===== config.mk =====
export PLATFORM = sky130hd
export DESIGN_NAME = tape_player
export DESIGN_NICKNAME = d
export VERILOG_FILES = /design/src/rtl/tape_player.sv
export SDC_FILE = /design/constraint.sdc
export NUM_CORES = 1
export LEC_CHECK = 0
export BUFFER_PORTS_ARGS = -buffer_cell sky130_fd_sc_hd__buf_4
export CAP_MARGIN = 20
export CORE_ASPECT_RATIO = 1.4
export CORE_MARGIN = 5
export CORE_UTILIZATION = 55
export CTS_CLUSTER_SIZE = 16
export DETAILED_ROUTE_END_ITERATION = 12
export GPL_TIMING_DRIVEN = 0
export HOLD_SLACK_MARGIN = 0.15
export PLACE_DENSITY = 0.76
export SLEW_MARGIN = 25
export SYNTH_ARGS = -nofsm -noshare
export SYNTH_HDL_FRONTEND = slang
export SYNTH_SLANG_ARGS = --single-unit

===== constraint.sdc =====
create_clock -name clock -period 6.7 [get_ports clock]
set_input_delay 0.335 -clock clock [delete_from_list [all_inputs] [get_ports clock]]
set_output_delay 0.335 -clock clock [all_outputs]
set_load 0.01 [all_outputs]

===== src/rtl/tape_player.sv =====
// Level II style cassette playback: tape RAM bytes are shifted out MSB-first as sync/data pulses
// on the latched port $FF tape input. Define TAPE_TURBO_EN to add a turbo input (advance every clock).
module tape_player #(
  parameter int AW       = 17,
  parameter int SYNC_LEN = 512,
  parameter int BIT_POS  = 1791,
  parameter int BIT_LEN  = 512,
  parameter int PERIOD   = 3593
) (
  input  logic          clock,
  input  logic          reset,
  input  logic          ce,
`ifdef TAPE_TURBO_EN
  input  logic          turbo,
`endif
  input  logic          dn_go,
  input  logic          dn_wr,
  input  logic [AW-1:0] dn_addr,
  input  logic          motor,
  input  logic          play,
  input  logic          latch_clr,
  output logic [AW-1:0] ram_a,
  input  logic [7:0]    ram_q,
  output logic          tape_in,
  output logic          bit_val,
  output logic          busy,
  output logic          eot
);

  localparam logic [11:0] SYNC_END  = 12'(SYNC_LEN);
  localparam logic [11:0] BIT_AT    = 12'(BIT_POS);
  localparam logic [11:0] PULSE_END = 12'(BIT_POS + BIT_LEN);
  localparam logic [11:0] CNT_LAST  = 12'(PERIOD - 1);
  localparam logic [AW:0]   ONE_L   = (AW+1)'(1);
  localparam logic [AW-1:0] ONE_A   = AW'(1);

  typedef enum logic [1:0] {IDLE, PREFETCH, RUN} state_t;

  state_t        state;
  state_t        state_nxt;
  logic [AW:0]   len;
  logic          dn_go_d;
  logic [11:0]   cnt;
  logic [2:0]    bptr;
  logic [7:0]    sh;
  logic          pf_wait;
  logic          last_byte;
  logic          eot_lock;
  logic          vld_p1;
  logic          vld_p2;
  logic          dn_rise;
  logic          run_ok;
  logic          start;
  logic          abort;
  logic          adv;
  logic          cell_end;

  function automatic logic [AW:0] len_max(input logic [AW:0] a, input logic [AW:0] b);
    return (a > b) ? a : b;
  endfunction

  assign dn_rise  = dn_go & ~dn_go_d;
  assign run_ok   = motor & play & ~dn_go & (len != '0);
  assign start    = run_ok & ~eot_lock;
  assign abort    = ~motor | dn_go;
`ifdef TAPE_TURBO_EN
  assign adv      = ce | turbo;
`else
  assign adv      = ce;
`endif
  assign cell_end = adv && (cnt == CNT_LAST);

  // Download length: a new download restarts the high-water mark from zero.
  always_ff @(posedge clock) begin
    if (reset) begin
      len     <= '0;
      dn_go_d <= 1'b0;
    end else begin
      dn_go_d <= dn_go;
      if (dn_wr)
        len <= len_max(dn_rise ? '0 : len, {1'b0, dn_addr} + ONE_L);
      else if (dn_rise)
        len <= '0;
    end
  end

  always_ff @(posedge clock) begin
    if (reset)
      state <= IDLE;
    else
      state <= state_nxt;
  end

  always_comb begin
    state_nxt = state;
    case (state)
      IDLE:     if (start) state_nxt = PREFETCH;
      PREFETCH: if (abort) state_nxt = IDLE;
                else if (!pf_wait) state_nxt = RUN;
      RUN:      if (abort || (cell_end && last_byte)) state_nxt = IDLE;
      default:  state_nxt = IDLE;
    endcase
  end

  always_comb begin
    busy = (state != IDLE);
  end

  always_ff @(posedge clock) begin
    if (reset) begin
      ram_a     <= '0;
      bptr      <= 3'd7;
      cnt       <= '0;
      eot       <= 1'b0;
      eot_lock  <= 1'b0;
      bit_val   <= 1'b0;
      tape_in   <= 1'b0;
      pf_wait   <= 1'b0;
      last_byte <= 1'b0;
      vld_p1    <= 1'b0;
      vld_p2    <= 1'b0;
    end else begin
      vld_p1 <= 1'b0;
      vld_p2 <= vld_p1;
      if (!play)
        eot_lock <= 1'b0;
      if (latch_clr)
        tape_in <= 1'b0;
      case (state)
        IDLE: begin
          if (start) begin
            ram_a     <= '0;
            bptr      <= 3'd7;
            cnt       <= '0;
            eot       <= 1'b0;
            pf_wait   <= 1'b1;
            last_byte <= 1'b0;
          end
        end
        PREFETCH: begin
          if (!abort)
            pf_wait <= 1'b0;
        end
        RUN: begin
          if (!abort && adv) begin
            if (cnt < SYNC_END)
              tape_in <= 1'b1;
            if ((cnt > BIT_AT) && (cnt < PULSE_END) && bit_val)
              tape_in <= 1'b1;
            if (cnt == BIT_AT) begin
              bit_val <= sh[bptr];
              if (bptr == 3'd0) begin
                bptr  <= 3'd7;
                ram_a <= ram_a + ONE_A;
                if (({1'b0, ram_a} + ONE_L) == len)
                  last_byte <= 1'b1;
                else
                  vld_p1 <= 1'b1;
              end else begin
                bptr <= bptr - 3'd1;
              end
            end
            if (cnt == CNT_LAST) begin
              cnt <= '0;
              if (last_byte) begin
                eot      <= 1'b1;
                eot_lock <= 1'b1;
              end
            end else begin
              cnt <= cnt + 12'd1;
            end
          end
        end
        default: ;
      endcase
    end
  end

  // Stage p2: ram_q now reflects the address issued two clocks earlier.
  always_ff @(posedge clock) begin
    if (((state == PREFETCH) && !pf_wait) || vld_p2)
      sh <= ram_q;
  end

endmodule


---- Word-level counts from Yosys, hierarchy flattened ----
Cells that the tools add are included.
operators by class
  bitwise operators ....................... 14
  reduce and logical (&&, ||, !) cells .... 25
  equality and inequality tests ........... 15
  order comparisons ....................... 5
  add/subtract/negate cells ............... 5
  multiplexer cells ....................... 48
operators by type and width
  kind                     count
  $mux W17                 4
  $mux W18                 3
  $add A17 B1 Y18 const B  2
  $mux W12                 3
  $pmux W17 S2             1
  $pmux W12 S2             1
  $mux W1                  22
  $eq A18 B18 Y1           1
  $gt A18 B18 Y1           1
  $ne A2 B2 Y1 const B     9
  $reduce_bool A18 Y1      1
  $add A17 B1 Y17 const B  1
  $add A12 B1 Y12 const B  1
  $eq A12 B11 Y1 const B   1
  $eq A12 B12 Y1 const B   1
  $gt A12 B11 Y1 const B   1
  $lt A12 B10 Y1 const B   1
  $lt A12 B12 Y1 const B   1
  $mux W3                  4
  $reduce_and A3 Y1        4
  $reduce_and A5 Y1        2
  $mux W2                  4
  $not A1 Y1               8
  $logic_and A1 B1 Y1      6
  19 further kinds         29
word-level totals
  register bits ........................... 69

---- Depth between registers and ports, before layout ----
Gate-level depths: netlist of run 1.
  word-level depth ........................ 7
  mapped depth ............................ 14

---- Worst setup path after synthesis of run 1 ----
OpenSTA, ideal clock, no wires.
  kind .................................... input to register
  start ................................... input dn_addr[3]
  end ..................................... register len[6]
  arrival time ............................ 3232 ps
  slack ................................... 3397 ps
  stages on the path ...................... 13
  data required time ...................... 6629 ps
  cells stage by stage .................... and4_1 > and3_1 > and4_1 > nand3_1 > xor2_1 > ha_1 > a211o_1 > a31o_2 > a2111oi_4 > nor2_1 > clkbuf_1 > or2_0 > a21oi_1
between the ends
  longest elaborated chain between the ends .. 4
RTL lines
  item                  line  text
  from (decl)           18    input logic [AW-1:0] dn_addr,
  $add A17 B1 Y18 *     81    len <= len_max(dn_rise ? '0 : len, {1'b0, dn_addr} + ONE_L);
  $gt A18 B18 Y1        59    return (a > b) ? a : b;
  $mux W18 *            59
  $mux W18 *            80    if (dn_wr)
  to (signal assigned)  81
  to (decl)             41    logic [AW:0] len;
Mark *: on every way between the ends. The rest lies on a longest branch, timed or not.
A chain may end at the register's enable or synchronous reset.

---- Worst setup path in the final report of run 1 ----
  start ................................... input dn_addr[0]
  end ..................................... register len[1]
Same word-level chain as after synthesis.

==> run_results.csv, run 1 <==
group,metric,value,unit
status,outcome,"complete, no violations",
power,peakVddDrop,119,µV
global_routing,grt_pass1_wl,17.5,mm
drt,drtIter0Drc,180,
finish,multi_input_area,0.00273,mm²
die,row_count,38,
drt,drtAntennaViolNets,0,
finish,seqCellArea,0.00146,mm²
worst_setup_path,path_max_fanout,10,
drt,num_vias,3893,
global_routing,antenna_found_initial,0,
power,leakage,0.00203,µW
finish,n_antenna_cell,0,
placement,place_congestion,0.914,
drt,firstDrtPassIters,5,
cts,clk_latency,0.35,ns
power,power.density,178,mW/mm²
cts,hold_buffers,8,
synthesis,synth_area_leaders,"dfxtp_1 28%, xnor2_1 7.3%, ha_1 6.9%",
worst_setup_path,reg2reg_depth,12,
worst_setup_path,path_class,"in -> reg",
finish,stdcell_count,688,
sta,min_period,3.70,ns
placement,hpwl,8.24,mm
finish,areaGrowthSynthToFinish,18.1,%
global_routing,grt_pass1_vias,3942,
sta,finalMaxSlewViolations,0,
cts,cts_resized,0,
synthesis,yosys_warnings,0,
worst_setup_path,setup.worst_path.end_class,"flop",
sta,skew,0.0112,ns
worst_setup_path,crit_buf_inv,2,
finish,fill_cells,665,
drt,wl_per_cell,15.4,µm
finish,fin_util,66.2,%
sta,setup_viol,0,
synthesis,syn_inst,511,
drt,wirelength,10.6,mm
sta,fin_crit_sh,55.2,%
cts,cts_tree,"yes",
die,die_w,85.1,µm
drt,drc,0,
synthesis,synth_flop_cell,"dfxtp_1",
worst_setup_path,critPathMaxStageDelay,0.59,ns
die,dieHeight,115,µm
flow_run,max_cap_violations,0,
worst_setup_path,cp_cell_sequence,"buf_4 -> ha_1 -> and3_1 -> and4_1 -> nand3_1 -> xor2_1 -> ha_1 -> nand3_1 -> o221ai_1 -> a31o_2 -> o221ai_1 -> nor2_1 -> clkbuf_1 -> mux2i_1 -> nor2_1",
die,core_area,0.00775,mm²
sta,rsz0062_at_grt,"false",
global_routing,grt_usage,22.3,%
finish,drive_gt1_share,15.0,%
synthesis,synthesis.area,0.00434,mm²
sta,max-slew-margin-rel,49.9,%
synthesis,yosys_register_bits,69,
sta,finalSetupTns,0,ns
synthesis,synth-edff-count,8,
synthesis,async_reset_ff_share,0,%
cts,root_buffer,"clkbuf_8",
cts,cts_made_buffers,9,
synthesis,ys_types,61,
cts,htreeDepth,3,
synthesis,syn_area_per_cell,8.50,µm²
worst_setup_path,worstPathArrival,3.92,ns
sta,final_hold_viol_count,0,
synthesis,ys_seq_area_share,33.6,%
worst_setup_path,cp_top_family,"simple AND/OR/NAND/NOR gates",
synthesis,syn_nets,568,
worst_hold_path,hold_depth,2,
placement,port_buffers,53,
finish,nets,640,
sta,fmax,0.270,GHz
sta,timing.hold.ws,0.233,ns
cts,cts.sinks,69,
placement,dp.cells,664,
drt,vias_per_cell,5.66,
synthesis,synth_area_leader_cell,"dfxtp_1",
die,die_area,0.00980,mm²
worst_setup_path,cp-start-kind,"input port",
worst_setup_path,crit_required,6.92,ns
worst_setup_path,crit_slowest_cell,"nor2_1",
cts,clock_path_buffers,2,
die,ioPinCount,54,
cts,clkTransAtPathRegs,0.08,ns
synthesis,synth_top_area_share,28.1,%
worst_setup_path,path_depth,15,
global_routing,gr-total-overflow,0,
cts,post-cts-setup-buffers,0,
sta,worstMarginPinSlew,0.752,ns
die,initial_core_util,56.1,%
global_routing,grt_max_degree,12,
worst_hold_path,min_path_type,"in -> reg",
==> cells in the final DEF, fill, tap and decap left out, drive strengths merged, types with 2 or more instances in the layout <==
cell,n
mux2,2
or4,7
a22oi,3
nand3,25
o31ai,2
mux2i,3
nor2b,14
a31oi,3
nor3,24
nor4,9
xor2,28
and4,7
xnor2,36
a2111oi,3
inv,21
o21ai,9
nand3b,2
clkinv,4
nor2,52
dlygate4sd3,8
o221ai,3
a21o,5
buf,56
dfxtp,61
a21oi,24
nor3b,2
ha,24
nand2b,6
or3b,2
clkbuf,24
and3,8
or3,5
nand4,11
and2,18
mux4,2
nand2,37
or2,14
edfxtp,8
==> flip-flops by register name, summed over array words and instances (netlist names) <==
| name | cells |
|---|---|
| cnt | 12 |
| vld_p2 | 1 |
| vld_p1 | 1 |
| dn_go_d | 1 |
| len | 18 |
| pf_wait | 1 |
| eot | 1 |
| sh | 8 |
| ram_a | 17 |
| tape_in | 1 |
| state | 2 |
| bit_val | 1 |
| eot_lock | 1 |
| last_byte | 1 |
| bptr | 3 |
==> report_power, final <==
part | internal [µW] | switching (µW)
Sequential | 430 | 12.0
Combinational | 68.4 | 81.4
Clock | 167 | 152
==> synthesized netlist by cell type (3+ instances only) <==
master / instances
xor2_1: 28
mux2i_1: 3
xnor2_1: 36
nor4_1: 7
o21ai_0: 7
and4_1: 7
ha_1: 24
and3_1: 8
or4_1: 6
nor3_1: 24
clkbuf_1: 13
nand3_1: 24
or3_1: 5
a21oi_1: 23
and2_1: 18
nor2b_1: 14
o221ai_1: 3
inv_1: 21
nand4_1: 11
a22oi_1: 3
or2_0: 8
or2_2: 6
a21o_1: 5
a31oi_1: 3
nand2_1: 36
dfxtp_1: 61
nand2b_1: 6
edfxtp_1: 8
nor2_1: 52
==> per-stage QoR <==
step | setup WS (ns) | cell area [µm²] | total power, µW
4_1_cts | 2.98 | 5130 | 917
5_1_grt | 2.62 | 5130 | 951
6_report | 3.00 | 5130 | 912
3_3_place_gp | 2.63 | 4870 | 593
3_5_place_dp | 2.59 | 4870 | 597
2_1_floorplan | 3.40 | 4340 | 547
==> logic make-up (layout without fill, tap and decap cells) <==
family | count (synthesis) | in the layout | synth area share, %
simple gates | 244 | 244 | 30.5
flops | 69 | 69 | 33.6
compound gates | 65 | 65 | 10.3
xor+xnor | 64 | 64 | 12.9
buf+inv | 38 | 115 | 3.54
fa+ha+maj | 24 | 24 | 6.91
mux | 7 | 7 | 2.25
==> final timing paths <==
path / from / end / slack, ns
worst max-delay path: dn_addr[0] / len[1] / 3.00
worst min-delay path: reset / bptr[2] / 0.23
worst max register to register: dn_go_d / len[11] / 3.00
worst min register to register: vld_p1 / vld_p2 / 0.44
==> routing by layer <==
layer  track usage [%]  wire length, µm
met1              21.2             3880
met2              44.5             5990
met3              2.94              331
met4              12.6              378
met5                 0                0
==> layout make-up <==
cell class,count,area share [%]
multi-input combinational,404,53.2
inverter,21,1.54
timing repair buffer,61,9.32
clock buffer,10,2.49
tap,100,2.44
buffer,17,1.46
clock inverter,6,1.05
sequential,69,28.5
Note: power is estimated with default switching activity, not from simulation.
==> inputs of run 2 (changes only) <==
- clock period: 6.7 -> 3.86 ns (I/O delays scaled with it)
==> run 2 against run 1 <==
Die area unchanged. Via count is 1.1% higher. Design area rose by 1.1%. Register-to-register slack got worse by 2.7 ns. Setup slack worse by 2.7 ns. Clock-buffer cell count is the same. Largest power group unchanged.
==> run_results.csv, run 2 (same netlist as run 1, synthesis figures left out) <==
group,metric,value,unit
cts,post-cts-setup-buffers,0,
finish,regMostFlops,"len",
drt,num_vias,3935,
global_routing,gr-total-overflow,0,
drt,firstDrtPassIters,4,
sta,fmax,0.282,GHz
sta,skew,0.00827,ns
power,peakVddDrop,191,µV
drt,drtIter0Drc,186,
finish,fill_cells,657,
finish,areaGrowthSynthToFinish,19.4,%
worst_setup_path,setup.worst_path.end_class,"flop",
placement,place_congestion,0.914,
drt,wl_per_cell,15.5,µm
worst_setup_path,crit_required,4.13,ns
worst_setup_path,cp-start-kind,"flop",
sta,rsz0062_at_grt,"false",
cts,clk_latency,0.35,ns
worst_hold_path,min_path_type,"in -> reg",
finish,final_area,0.00519,mm²
drt,drtAntennaViolNets,0,
cts,cts_tree,"yes",
cts,cts.sinks,69,
die,row_count,38,
sta,min_period,3.54,ns
sta,final_hold_viol_count,0,
worst_setup_path,worstPathArrival,3.82,ns
global_routing,antenna_found_initial,0,
sta,finalSetupTns,0,ns
drt,drc,0,
sta,setup_viol,0,
placement,place_ws,-0.104,ns
worst_setup_path,path_max_fanout,10,
cts,htreeDepth,3,
die,dieHeight,115,µm
placement,hpwl,8.24,mm
sta,fin_crit_sh,91.8,%
die,core_area,0.00775,mm²
finish,drive_gt1_share,15.2,%
global_routing,grt_usage,22.6,%
power,leakage,0.00205,µW
placement,post_dp_cell_area,0.00487,mm²
die,initial_core_util,56.1,%
finish,nets,645,
sta,setup_ws,0.315,ns
finish,layout_commonest_cell,"dfxtp_1",
cts,root_buffer,"clkbuf_8",
finish,largest_reg_flops,18,
sta,finalMaxSlewViolations,0,
drt,wirelength,10.8,mm
status,outcome,"complete, no violations",
die,ioPinCount,54,
cts,cts_made_buffers,9,
worst_setup_path,path_class,"reg -> reg",
flow_run,max_cap_violations,0,
power,power.density,306,mW/mm²
placement,port_buffers,53,
sta,worstMarginPinSlew,0.760,ns
finish,layout_common_cells,"61 x dfxtp_1, 53 x buf_4, 51 x nor2_1, 36 x xnor2_1, 36 x nand2_1",
global_routing,grt_pass1_vias,3984,
power,report.power.total,1590,µW
global_routing,grt_pass1_wl,17.8,mm
cts,clock_path_buffers,2,
die,die_w,85.1,µm
global_routing,grt_max_degree,12,
finish,top_regs,"len x18, ram_a x17, cnt x12",
cts,clkTransAtPathRegs,0.07,ns
drt,vias_per_cell,5.68,
finish,n_antenna_cell,0,
die,die_area,0.00980,mm²
sta,max-slew-margin-rel,49.1,%
[run 2: stage by stage]
stage | utilization, % | hold WS [ns] | cells
2_1_floorplan | - | 0.292 | 511
3_3_place_gp | 62.8 | 0.373 | 664
3_5_place_dp | 62.8 | 0.372 | 664
4_1_cts | 66.8 | 0.160 | 693
5_1_grt | 66.9 | 0.186 | 693
6_report | 66.9 | 0.179 | 693
[run 2: what timing repair did]
item / CTS / global route
hold buffers: 13 / 0
endpoints found under the hold margin: 13 / 0
setup endpoints to repair: 0 / 11
resized for setup: 0 / 2
[run 2: layer usage]
| layer | GRT usage (%) | vias to the layer above | share of wire (%) |
|---|---|---|---|
| li1 | - | 1956 | - |
| met1 | 21.6 | 1857 | 36 |
| met2 | 45.3 | 92 | 57 |
| met3 | 2.94 | 30 | 3.3 |
| met4 | 12.4 | 0 | 3.3 |
| met5 | 0 | - | 0 |
[run 2: worst paths after layout]
path                                 start       to  slack [ns]  cells past startpoint
worst max-delay path               dn_go_d  len[11]        0.32                     12
worst min-delay path            dn_addr[0]   len[0]        0.18                      3
worst max register to register     dn_go_d  len[11]        0.32                     12
worst min register to register      vld_p1   vld_p2        0.44                      1
[run 2: cell type report]
cell class              instances  area (µm²)  share of cell area, %
multi-input cells             404        2740                   52.8
clock buffers                  10         128                   2.46
well taps                     100         125                   2.41
clock inverters                 6        53.8                   1.04
plain buffers                  17        75.1                   1.45
repair buffers                 66         528                   10.2
flip-flops and latches         69        1460                   28.2
inverters                      21        78.8                   1.52
[run 2: power by group]
part | switching (µW) | total (µW) | internal (µW)
registers | 20.9 | 768 | 747
logic | 144 | 266 | 122
clock network | 262 | 553 | 291
total | 427 | 1590 | 1160
[run 2: worst max-delay path, stage by stage, from the launching register on]
cell	delay (ns)
dfxtp_1	0.30
nand2b_1	0.26
clkbuf_1	0.32
and2_1	0.23
ha_1	0.26
a21oi_1	0.18
o221ai_1	0.14
a31o_2	0.30
a2111oi_4	0.59
nor2_2	0.22
clkbuf_1	0.26
or2_0	0.25
a21oi_1	0.15
